$ cat src/rtl/hazard_ctrl_if.sv
// hazard_ctrl_if
//   Bundles the pipeline-facing signals of the hazard controller.
//   master : pipeline side (drives ID/EX/MEM status, receives controls)
//   slave  : hazard controller side
//   Status  : id_rs1, id_rs2, id_uses_rs1, id_uses_rs2, id_ex_memread,
//             id_ex_rd, ex_branch_taken, mem_req, mem_ready
//   Control : pc_write, if_id_write, id_ex_write, ex_mem_write,
//             if_id_flush, id_ex_bubble, mem_wb_bubble
//   Status  : mem_timeout, stall_cnt, flush_cnt
interface hazard_ctrl_if;
  logic [4:0]  id_rs1;
  logic [4:0]  id_rs2;
  logic        id_uses_rs1;
  logic        id_uses_rs2;
  logic        id_ex_memread;
  logic [4:0]  id_ex_rd;
  logic        ex_branch_taken;
  logic        mem_req;
  logic        mem_ready;
  logic        pc_write;
  logic        if_id_write;
  logic        id_ex_write;
  logic        ex_mem_write;
  logic        if_id_flush;
  logic        id_ex_bubble;
  logic        mem_wb_bubble;
  logic        mem_timeout;
  logic [31:0] stall_cnt;
  logic [31:0] flush_cnt;

  modport master (
    output id_rs1, id_rs2, id_uses_rs1, id_uses_rs2, id_ex_memread,
           id_ex_rd, ex_branch_taken, mem_req, mem_ready,
    input  pc_write, if_id_write, id_ex_write, ex_mem_write,
           if_id_flush, id_ex_bubble, mem_wb_bubble,
           mem_timeout, stall_cnt, flush_cnt
  );

  modport slave (
    input  id_rs1, id_rs2, id_uses_rs1, id_uses_rs2, id_ex_memread,
           id_ex_rd, ex_branch_taken, mem_req, mem_ready,
    output pc_write, if_id_write, id_ex_write, ex_mem_write,
           if_id_flush, id_ex_bubble, mem_wb_bubble,
           mem_timeout, stall_cnt, flush_cnt
  );
endinterface

$ cat src/rtl/hazard_ctrl.sv
// hazard_ctrl
//   Hazard and stall controller for the 5-stage core: load-use bubbles,
//   taken-branch flushes, whole-pipeline freeze on slow data memory, a
//   memory-wait watchdog and stall/flush performance counters.
// Ports:
//   clk  : rising-edge clock
//   rst  : synchronous active-high reset
//   bus  : hazard_ctrl_if.slave (pipeline status in, stage controls out)
// Parameter:
//   TIMEOUT_CYCLES : consecutive memory wait cycles tolerated (1..65535)
module hazard_ctrl #(
  parameter int TIMEOUT_CYCLES = 255
) (
  input  logic         clk,
  input  logic         rst,
  hazard_ctrl_if.slave bus
);

  typedef enum logic [1:0] {RUN, MEM_WAIT, ERROR} state_t;

  localparam logic [16:0] TIMEOUT_W = 17'(TIMEOUT_CYCLES);

  state_t      state_reg;
  logic [15:0] wait_cnt_reg;
  logic        mem_timeout_reg;
  logic [31:0] stall_cnt_reg;
  logic [31:0] flush_cnt_reg;

  logic [4:0]  src_rs [2];
  logic [1:0]  src_used;
  logic [1:0]  src_hit;
  logic        load_use;
  logic        mem_stall;
  logic        halted;
  logic [16:0] wait_inc;

  logic pc_write, if_id_write, id_ex_write, ex_mem_write;
  logic if_id_flush, id_ex_bubble, mem_wb_bubble;

  assign src_rs[0]   = bus.id_rs1;
  assign src_rs[1]   = bus.id_rs2;
  assign src_used[0] = bus.id_uses_rs1;
  assign src_used[1] = bus.id_uses_rs2;

  generate
    for (genvar gi = 0; gi < 2; gi++) begin : g_src
      assign src_hit[gi] = src_used[gi] && (src_rs[gi] == bus.id_ex_rd);
    end
  endgenerate

  // x0 is hard-wired zero, so a load targeting it never creates a hazard.
  assign load_use  = bus.id_ex_memread && (bus.id_ex_rd != 5'd0) && (|src_hit);
  assign mem_stall = bus.mem_req && !bus.mem_ready;
  // While rst is held the outputs behave as in RUN, whatever the register says.
  assign halted    = (state_reg == ERROR) && !rst;
  assign wait_inc  = {1'b0, wait_cnt_reg} + 17'd1;

  always_comb begin
    pc_write      = 1'b1;
    if_id_write   = 1'b1;
    id_ex_write   = 1'b1;
    ex_mem_write  = 1'b1;
    if_id_flush   = 1'b0;
    id_ex_bubble  = 1'b0;
    mem_wb_bubble = 1'b0;
    if (halted || mem_stall) begin
      // Freeze everything; a taken branch in EX stays put and is flushed
      // on the first cycle the freeze lifts.
      pc_write      = 1'b0;
      if_id_write   = 1'b0;
      id_ex_write   = 1'b0;
      ex_mem_write  = 1'b0;
      mem_wb_bubble = 1'b1;
    end else if (bus.ex_branch_taken) begin
      // Beats load-use: the dependent ID instruction is squashed anyway.
      if_id_flush  = 1'b1;
      id_ex_bubble = 1'b1;
    end else if (load_use) begin
      pc_write     = 1'b0;
      if_id_write  = 1'b0;
      id_ex_bubble = 1'b1;
    end
  end

  always_ff @(posedge clk) begin
    if (rst) begin
      state_reg       <= RUN;
      wait_cnt_reg    <= 16'd0;
      mem_timeout_reg <= 1'b0;
      stall_cnt_reg   <= 32'd0;
      flush_cnt_reg   <= 32'd0;
    end else begin
      stall_cnt_reg <= stall_cnt_reg + {31'd0, ~pc_write};
      flush_cnt_reg <= flush_cnt_reg + {31'd0, if_id_flush};
      case (state_reg)
        RUN: begin
          if (mem_stall) begin
            // The RUN cycle that first sees the stall is wait cycle 1.
            if (17'd1 >= TIMEOUT_W) begin
              state_reg       <= ERROR;
              mem_timeout_reg <= 1'b1;
              wait_cnt_reg    <= 16'd0;
            end else begin
              state_reg    <= MEM_WAIT;
              wait_cnt_reg <= 16'd1;
            end
          end
        end
        MEM_WAIT: begin
          if (bus.mem_ready) begin
            state_reg    <= RUN;
            wait_cnt_reg <= 16'd0;
          end else if (wait_inc >= TIMEOUT_W) begin
            state_reg       <= ERROR;
            mem_timeout_reg <= 1'b1;
            wait_cnt_reg    <= 16'd0;
          end else begin
            wait_cnt_reg <= wait_inc[15:0];
          end
        end
        ERROR: begin
          // Halted until rst.
        end
        default: begin
          state_reg    <= RUN;
          wait_cnt_reg <= 16'd0;
        end
      endcase
    end
  end

  assign bus.pc_write      = pc_write;
  assign bus.if_id_write   = if_id_write;
  assign bus.id_ex_write   = id_ex_write;
  assign bus.ex_mem_write  = ex_mem_write;
  assign bus.if_id_flush   = if_id_flush;
  assign bus.id_ex_bubble  = id_ex_bubble;
  assign bus.mem_wb_bubble = mem_wb_bubble;
  assign bus.mem_timeout   = mem_timeout_reg;
  assign bus.stall_cnt     = stall_cnt_reg;
  assign bus.flush_cnt     = flush_cnt_reg;

endmodule

$ cat src/flat_wrapper.sv
// flat-port wrapper written by rule: the top's interface ports become plain ports
module hazard_ctrl_flat 
#(
  parameter int TIMEOUT_CYCLES = 255
)
  (clk, rst, bus_id_rs1, bus_id_rs2, bus_id_uses_rs1, bus_id_uses_rs2, bus_id_ex_memread, bus_id_ex_rd, bus_ex_branch_taken, bus_mem_req, bus_mem_ready, bus_pc_write, bus_if_id_write, bus_id_ex_write, bus_ex_mem_write, bus_if_id_flush, bus_id_ex_bubble, bus_mem_wb_bubble, bus_mem_timeout, bus_stall_cnt, bus_flush_cnt);
  hazard_ctrl_if bus_i ();
  input  logic clk;
  input  logic rst;
  input wire logic [$bits(bus_i.id_rs1)-1:0] bus_id_rs1;
  input wire logic [$bits(bus_i.id_rs2)-1:0] bus_id_rs2;
  input wire logic [$bits(bus_i.id_uses_rs1)-1:0] bus_id_uses_rs1;
  input wire logic [$bits(bus_i.id_uses_rs2)-1:0] bus_id_uses_rs2;
  input wire logic [$bits(bus_i.id_ex_memread)-1:0] bus_id_ex_memread;
  input wire logic [$bits(bus_i.id_ex_rd)-1:0] bus_id_ex_rd;
  input wire logic [$bits(bus_i.ex_branch_taken)-1:0] bus_ex_branch_taken;
  input wire logic [$bits(bus_i.mem_req)-1:0] bus_mem_req;
  input wire logic [$bits(bus_i.mem_ready)-1:0] bus_mem_ready;
  output wire logic [$bits(bus_i.pc_write)-1:0] bus_pc_write;
  output wire logic [$bits(bus_i.if_id_write)-1:0] bus_if_id_write;
  output wire logic [$bits(bus_i.id_ex_write)-1:0] bus_id_ex_write;
  output wire logic [$bits(bus_i.ex_mem_write)-1:0] bus_ex_mem_write;
  output wire logic [$bits(bus_i.if_id_flush)-1:0] bus_if_id_flush;
  output wire logic [$bits(bus_i.id_ex_bubble)-1:0] bus_id_ex_bubble;
  output wire logic [$bits(bus_i.mem_wb_bubble)-1:0] bus_mem_wb_bubble;
  output wire logic [$bits(bus_i.mem_timeout)-1:0] bus_mem_timeout;
  output wire logic [$bits(bus_i.stall_cnt)-1:0] bus_stall_cnt;
  output wire logic [$bits(bus_i.flush_cnt)-1:0] bus_flush_cnt;
  assign bus_i.id_rs1 = bus_id_rs1;
  assign bus_i.id_rs2 = bus_id_rs2;
  assign bus_i.id_uses_rs1 = bus_id_uses_rs1;
  assign bus_i.id_uses_rs2 = bus_id_uses_rs2;
  assign bus_i.id_ex_memread = bus_id_ex_memread;
  assign bus_i.id_ex_rd = bus_id_ex_rd;
  assign bus_i.ex_branch_taken = bus_ex_branch_taken;
  assign bus_i.mem_req = bus_mem_req;
  assign bus_i.mem_ready = bus_mem_ready;
  assign bus_pc_write = bus_i.pc_write;
  assign bus_if_id_write = bus_i.if_id_write;
  assign bus_id_ex_write = bus_i.id_ex_write;
  assign bus_ex_mem_write = bus_i.ex_mem_write;
  assign bus_if_id_flush = bus_i.if_id_flush;
  assign bus_id_ex_bubble = bus_i.id_ex_bubble;
  assign bus_mem_wb_bubble = bus_i.mem_wb_bubble;
  assign bus_mem_timeout = bus_i.mem_timeout;
  assign bus_stall_cnt = bus_i.stall_cnt;
  assign bus_flush_cnt = bus_i.flush_cnt;
  hazard_ctrl #(.TIMEOUT_CYCLES(TIMEOUT_CYCLES)) u_core (.clk(clk), .rst(rst), .bus(bus_i));
endmodule
$ cat config.mk
export PLATFORM = sky130hd
export DESIGN_NAME = hazard_ctrl_flat
export DESIGN_NICKNAME = d
export VERILOG_FILES = /design/src/rtl/hazard_ctrl_if.sv /design/src/rtl/hazard_ctrl.sv /design/src/flat_wrapper.sv
export SDC_FILE = /design/constraint.sdc
export NUM_CORES = 1
export LEC_CHECK = 0
export ABC_AREA = 1
export BUFFER_PORTS_ARGS = -buffer_cell sky130_fd_sc_hd__buf_4
export CORE_ASPECT_RATIO = 0.6
export CORE_MARGIN = 1
export CORE_UTILIZATION = 50
export DETAILED_ROUTE_END_ITERATION = 10
export PLACE_DENSITY_LB_ADDON = 0.1
export RECOVER_POWER = 100
export SLEW_MARGIN = 20
export SYNTH_ARGS = -nofsm -noshare
export SYNTH_HDL_FRONTEND = slang
export SYNTH_SLANG_ARGS = --single-unit
$ cat constraint.sdc
create_clock -name clk -period 5.05 [get_ports clk]
set_clock_uncertainty 0.15 [all_clocks]
set_input_delay 0.2525 -clock clk [delete_from_list [all_inputs] [get_ports clk]]
set_output_delay 0.2525 -clock clk [all_outputs]
set_load 0.02 [all_outputs]
==> results.md, run 1 <==
- Area leader, netlist: dfxtp_1
- # port buffers: 94
- ANT cells: 0
- Yosys warning total: 0
- Post-Synthesis Cells: 661
- Avg Cell Area, Syn: 6.792 um2
- Count of final setup violators: 0
- Req. time, crit path: just over 5000 ps
- Total number of vias: 4638
- Max incr delay on CP: 550 ps
- Yosys cell types: 41
- Top cells by count, synth: 138 x nand2_1, 96 x inv_1, 89 x nor2_1
- Hold EP: u_core.state_reg[0]
- CTS Buffer Depth: 2
- Die outline width: 124.3 um
- FF-to-FF Start: u_core.state_reg[0]
- Die ar.: 0.009374 mm2
- Routed Antenna Nets: 0
- Cells along the critical path: inv_1 > nand2_1 > o21ai_0 > inv_1 > o21ai_0 > ha_1 > ha_1 > nand2_1 > nor2_1 > nand2_1 > nor2_1 > nand3_1 > nor3_1 > nand2_1 > o21ai_0 > nor3b_1
- Top-count cell post-synth: nand2_1
- Worst-Skew Late Latency: 340 ps
- HP Start: bus_mem_ready
- CTS buffer count: 9
- Total grt overflow: 0
- Top-Level Pins: 95
- Peak VDD IR: between 0.00015 and 0.0002 V
- TritonCTS clock tree: yes
- Drt total wl: 11.88 mm
- Seq/Total Area, Yosys: 37.01%
- DR iter-0 viols: 449
- Worst-case reg-to-reg path depth: 16
- CP arrival: 3870 ps
- Min-delay worst type: in -> reg
- Most common cell on crit path: nand2_1
- Post-cts repair resize count: 0
- Clock sink count: between 80 and 90
- R2R Setup Slk: about 1300 ps
- Share of the synthesized area in the top cell type: ~37%
- Main area contributors after synthesis: dfxtp_1 37%, nand2_1 12%, inv_1 8.0%, nor2_1 7.4%, a21oi_1 5.0%
- Final setup TNS: 0 ps
- Top FF cell, synth: dfxtp_1
- Area delta synth->final: 16.58%
- Clk root buf: clkbuf_16
- Number of synthesized flops with an enable pin: 0
- RSZ-0062 raised after global routing: false
- Top delay family on crit path: simple AND/OR/NAND/NOR gates
- Final period util: 74.48%
- Die Span Y: 75.40 um
- Vias in the first global route: 3958
- Worst reg2reg endpoint: u_core.bus.stall_cnt[30]
- Final Hold Fails: 0
- Netlist Area Pre-Place: approximately 0.0045 mm2
- Critical path endpoint category: register
- Post-Layout Inst Area: 0.005234 mm2
- Slowest-stage cell, CP: o21ai_0
- Worst-path clk slew: 60 ps
- Largest net degree at the start of global routing: 58
- Layout Nets: around 780
- Initial antenna violation count: 0
- Final core area utilization: 60.71%
- GRT Util Overall: 25.32%
- Hold Buf Count CTS: 0
- DRC: 0
- Minimum clock period: ~3800 ps
- First-pass GRT wire length: 18.91 mm
- Area of the core: 0.008621 mm2
- Share of cells above drive strength 1: 8.158%
- Post-CTS setup buffer count: 0
- CP bufs+invs: 2
- Worst Setup Start Kind: register
- Synth async-reset ratio: 0%
- H-tree depth: 3
- Maximum clock frequency: 265.9 MHz
- Wirelength per Cell: around 14 um
- Power per standard cell area: 271.5 mW/mm2
- FP Rows: 26
- DR vias/cell: approximately 5.3
- Status: finished clean
- Hold path depth: 4
- Syn_nets: 690
- First-pass DRT Iterations: 6
- Static leakage: approximately 1.9 nW
- Worst-path fanout max: 6
- Starting Density: 52.08%
- CP Class: reg -> reg
- Placer congestion estimate: 0.9275
- Rel. slew slack: approximately 54%
- Area after DPL: 0.005281 mm2
- Post-DP HPWL: 8.751 mm
- Max cap viols: 0
- Pin slew with the least headroom to its limit: 684.7 ps
- #FFs+latches synth: 83
- Slew Limit Fails: 0
-- report_power, final --
| part | total [mW] | switching, mW | internal (mW) |
|---|---|---|---|
| Sequential | 0.662 | 0.00360 | 0.659 |
| Clock | 0.687 | 0.263 | 0.424 |
| Combinational | 0.0715 | 0.0461 | 0.0254 |
-- stage by stage --
step	setup slack (ps)	instances	total power, mW	hold WS, ps
2_1_floorplan	2044	661	0.7205	291.6
3_3_place_gp	1846	856	0.7520	290.3
3_5_place_dp	1758	856	0.7539	294.8
4_1_cts	1903	872	1.440	123.4
5_1_grt	910.8	872	1.474	153.1
6_report	1289	872	1.421	141.3
-- layout by cell type (no fill, tap or decap), types with 4 or more instances in the layout --
cell type,netlist,routed
clkbuf_16,0,9
or2_2,4,4
o21a_1,4,4
nor2_1,89,99
a21oi_1,45,46
inv_1,96,96
nor3b_1,5,6
o21ai_0,27,30
dfxtp_1,83,83
nand2_1,138,142
clkbuf_1,6,73
ha_1,6,6
nand3_1,32,34
nand4_1,17,17
nor2_2,10,4
buf_4,3,22
xnor2_1,5,5
o21bai_1,4,4
xor2_1,9,9
nor3_1,29,31
-- how the worst max path moves through the flow --
stage / end / slack [ps] / from / cells past startpoint
3_3_place_gp: u_core.bus.stall_cnt[22] / 1850 / rst / 15
2_1_floorplan: u_core.bus.stall_cnt[24] / 2040 / u_core.state_reg[0] / 18
6_report: u_core.bus.stall_cnt[30] / 1290 / u_core.state_reg[0] / 16
5_1_grt: u_core.bus.stall_cnt[30] / 910 / u_core.state_reg[0] / 16
3_5_place_dp: u_core.bus.stall_cnt[24] / 1760 / bus_id_ex_rd[4] / 20
4_1_cts: u_core.bus.stall_cnt[22] / 1900 / u_core.state_reg[0] / 16
-- layout make-up --
cell class | instances | area [um2]
Fill cell | 851 | 3387
Clock inverter | 3 | 45.04
Tap cell | 112 | 140.1
Timing Repair Buffer | 94 | 435.4
Clock buffer | 13 | 270.3
Multi-Input combinational cell | 468 | 2310
Inverter | 99 | 371.6
Sequential cell | 83 | 1662
-- kinds of logic after synthesis --
family	Yosys count	share of synthesized area, %
fa+ha+maj	6	1.672
buf+inv	110	9.476
compound gates	91	11.06
flops	83	37.01
xor+xnor	15	3.094
simple gates	356	37.68
-- worst register-to-register path, stage by stage (launching register included) --
cell and delay (ps):
dfxtp_1 310, inv_1 110, nand2_1 80, o21ai_0 550
inv_1 170, o21ai_0 130, ha_1 200, ha_1 170
nand2_1 70, nor2_1 250, nand2_1 140, nor2_1 190
nand3_1 200, nor3_1 390, nand2_1 170, o21ai_0 190
nor3b_1 200
-- per-layer routing --
metal	GRT usage, %	routed length (um)	part of all wire, %	vias to the layer above
met5	0	0	0	-
met4	5.087	71	0.60	0
met3	7.654	876	7.4	10
met2	39.10	5024	42	187
met1	35.30	5911	50	2122
li1	-	-	-	2319
Note: power is estimated with default switching activity, not from simulation.
==> run 2: changes to the inputs <==
==> constraint.sdc (replaced) <==
create_clock -name clk -period 3.45 [get_ports clk]
set_clock_uncertainty 0.15 [all_clocks]
set_input_delay 0.1725 -clock clk [delete_from_list [all_inputs] [get_ports clk]]
set_output_delay 0.1725 -clock clk [all_outputs]
set_load 0.02 [all_outputs]
==> run 2 against run 1 <==
  * Power grew 39%
  * Count of clock-buffer cells in the layout is 1 lower
  * Clock power is 30% higher
  * Worst hold slack worse by 93 ps
  * Utilization down 0.058 points
  * Non-clock buffer count is 2 higher
  * Worst setup slack got worse by 920 ps
  * Flip-flop and latch count did not move
  * Register-to-register slack lost 860 ps
  * Wire length shrank 1.7%
  * Sequential power up 47%
  * Combinational power increased by 51%
==> results.md, run 2 (synthesis gave the netlist of run 1 again) <==
- Starting Density: 52.08% (unchanged)
- Critical path endpoint category: register
- GRT Util Overall: 25.35% (about the same)
- Hold Buf Count CTS: 0 (unchanged)
- CTS buffer count: 9 (unchanged)
- Worst-Skew Late Latency: 340 ps (about the same)
- Post-Layout Inst Area: 0.005229 mm2 (about the same)
- Final std cells w/o fill: 874 (+0.23%)
- Largest net degree at the start of global routing: 57 (-1.7%)
- DRC: 0 (unchanged)
- Maximum clock frequency: approximately 320 MHz
- Post-CTS setup buffer count: 0 (unchanged)
- Static leakage: 1.939 nW (-0.42%)
- Slew Limit Fails: 0 (unchanged)
- Worst Setup Start Kind: input pin
- Commonest non-fill, non-tap cell in the layout: nand2_1
- Area delta synth->final: 16.47% (about the same)
- Post-cts repair resize count: 0 (unchanged)
- Worst-case reg-to-reg path depth: 17 (+1)
- Final period util: about nine tenths
- Fillers: 866 (+1.8%)
- Total number of vias: 4644 (+0.13%)
- Peak VDD IR: 0.0002627 V (+49%)
- Rel. slew slack: 54.68% (+0.81 points)
- Top-Level Pins: 95 (unchanged)
- CP arrival: 3130 ps (-740 ps)
- Tot Pwr: 1.973 mW (+39%)
- M1 WL: 5.873 mm (-0.64%)
- Minimum clock period: 3080 ps
- Worst reg2reg endpoint: u_core.bus.stall_cnt[27]
- Top Layer Used: met4
- Multi-input logic area: 0.002336 mm2 (+1.1%)
- Area after DPL: 0.005296 mm2 (+0.28%)
- # port buffers: 94 (unchanged)
- Post-DP HPWL: 8.823 mm (+0.82%)
- Placer congestion estimate: 0.9072 (-2.2%)
- Min-delay worst type: in -> reg
- Layout Nets: 786 (+0.26%)
- Area of the core: 0.008621 mm2 (unchanged)
- Met3 WL post-DR: 870 um (-0.68%)
- Worst-path fanout max: 5 (-1)
- Hold EP: u_core.state_reg[0]
- ANT cells: 0 (unchanged)
- DR iter-0 viols: 339 (-24%)
- RSZ-0062 raised after global routing: false
- Power per standard cell area: 377.3 mW/mm2 (+39%)
- First-pass GRT wire length: 19.10 mm (+1.0%)
- Status: finished clean
- Wirelength per Cell: 13.36 um (-1.9%)
- Count of final setup violators: 0 (unchanged)
- FP Rows: 26 (unchanged)
- CTS Buffer Depth: 2 (unchanged)
- FF-to-FF Start: u_core.state_reg[0]
- Initial antenna violation count: 0 (unchanged)
- Final core area utilization: 60.65% (about the same)
- Storage element area: 0.001662 mm2 (unchanged)
- CP Class: in -> reg
- Total grt overflow: 0 (unchanged)
- H-tree depth: 3 (unchanged)
- Die ar.: 0.009374 mm2 (unchanged)
- DR vias/cell: 5.314 (about the same)
- HP Start: bus_mem_ready
- Hold path depth: 4 (unchanged)
- Drt total wl: 11.68 mm (-1.7%)
- Req. time, crit path: 3500 ps (-1660 ps)
- Routed Antenna Nets: 0 (unchanged)
- Most frequent cells in the layout: 140 x nand2_1, 96 x inv_1, 96 x nor2_1, 83 x dfxtp_1, 75 x clkbuf_1
- Final setup TNS: 0 ps (unchanged)
- Final Hold Fails: 0 (unchanged)
- Clock sink count: 83 (unchanged)
- Pin slew with the least headroom to its limit: 677.4 ps (-7.376 ps)
- Max cap viols: 0 (unchanged)
- Share of cells above drive strength 1: 9.186% (+1.0 points)
- Vias in the first global route: 4015 (+1.4%)
- Worst-path clk slew: 60 ps (about the same)
- Met2 wire len: 4.816 mm (-4.1%)
- Dpl cells: 858 (+0.23%)
- Die Span Y: 75.40 um (unchanged)
- TritonCTS clock tree: yes
- R2R Setup Slk: 430 ps (-860 ps)
- First-pass DRT Iterations: 5 (-1)
- Die outline width: 124.3 um (unchanged)
- Clk root buf: clkbuf_16
run 2: worst max-delay path, cell delays in order:
cell and delay, ps:
buf_4 110, inv_1 120, o21ai_0 90, nor4_1 350, nand2_1 120, nand2_1 90
nand3_1 100, o21ai_0 180, ha_1 200, nand3_1 110, nor2_1 100, nand2_1 130
nor2_1 240, nand2_2 80, nor2_1 330, nand2_1 120, nor2_2 190, nand2_1 110
nor2_1 130, nor3b_2 60
run 2: worst max path at each step:
| stage | cells after the start | from | slack, ps | end |
|---|---|---|---|---|
| 3_3_place_gp | 20 | bus_id_ex_rd[4] | 450 | u_core.bus.stall_cnt[28] |
| 5_1_grt | 18 | u_core.state_reg[0] | 20 | u_core.bus.stall_cnt[24] |
| 6_report | 20 | bus_id_ex_rd[0] | 370 | u_core.bus.stall_cnt[27] |
| 3_5_place_dp | 21 | bus_id_ex_rd[0] | 190 | u_core.bus.stall_cnt[24] |
| 2_1_floorplan | 18 | u_core.state_reg[0] | 440 | u_core.bus.stall_cnt[24] |
| 4_1_cts | 18 | u_core.state_reg[0] | 530 | u_core.bus.stall_cnt[24] |
run 2: report_power, final:
part	leakage, nW	internal [mW]	switching [mW]
clock	0.133	0.507	0.388
sequential	0.669	0.964	0.00545
combinational	1.14	0.0386	0.0695
total	1.94	1.51	0.463
run 2: cell type report:
cell class              count  area share (%)
clock buffers              12           4.714
inverters                  99           7.107
clock inverters             4          0.5025
repair buffers             96           8.543
flip-flops and latches     83           31.78
multi-input cells         468           44.68
well taps                 112           2.680
run 2: routing by layer:
metal  global-route usage, %  vias to the layer above
met5                       0                        -
met4                   6.426                        0
met3                   6.110                       14
met2                   39.29                      164
met1                   35.76                     2134
li1                        -                     2332
run 2: metrics by stage:
step | hold slack [ps] | setup WS (ps)
6_report | 48.50 | 369.8
5_1_grt | 60.45 | 18.67
4_1_cts | 44.84 | 530.3
3_5_place_dp | 308.7 | 193.5
3_3_place_gp | 288.4 | 449.2
2_1_floorplan | 211.6 | 444.0
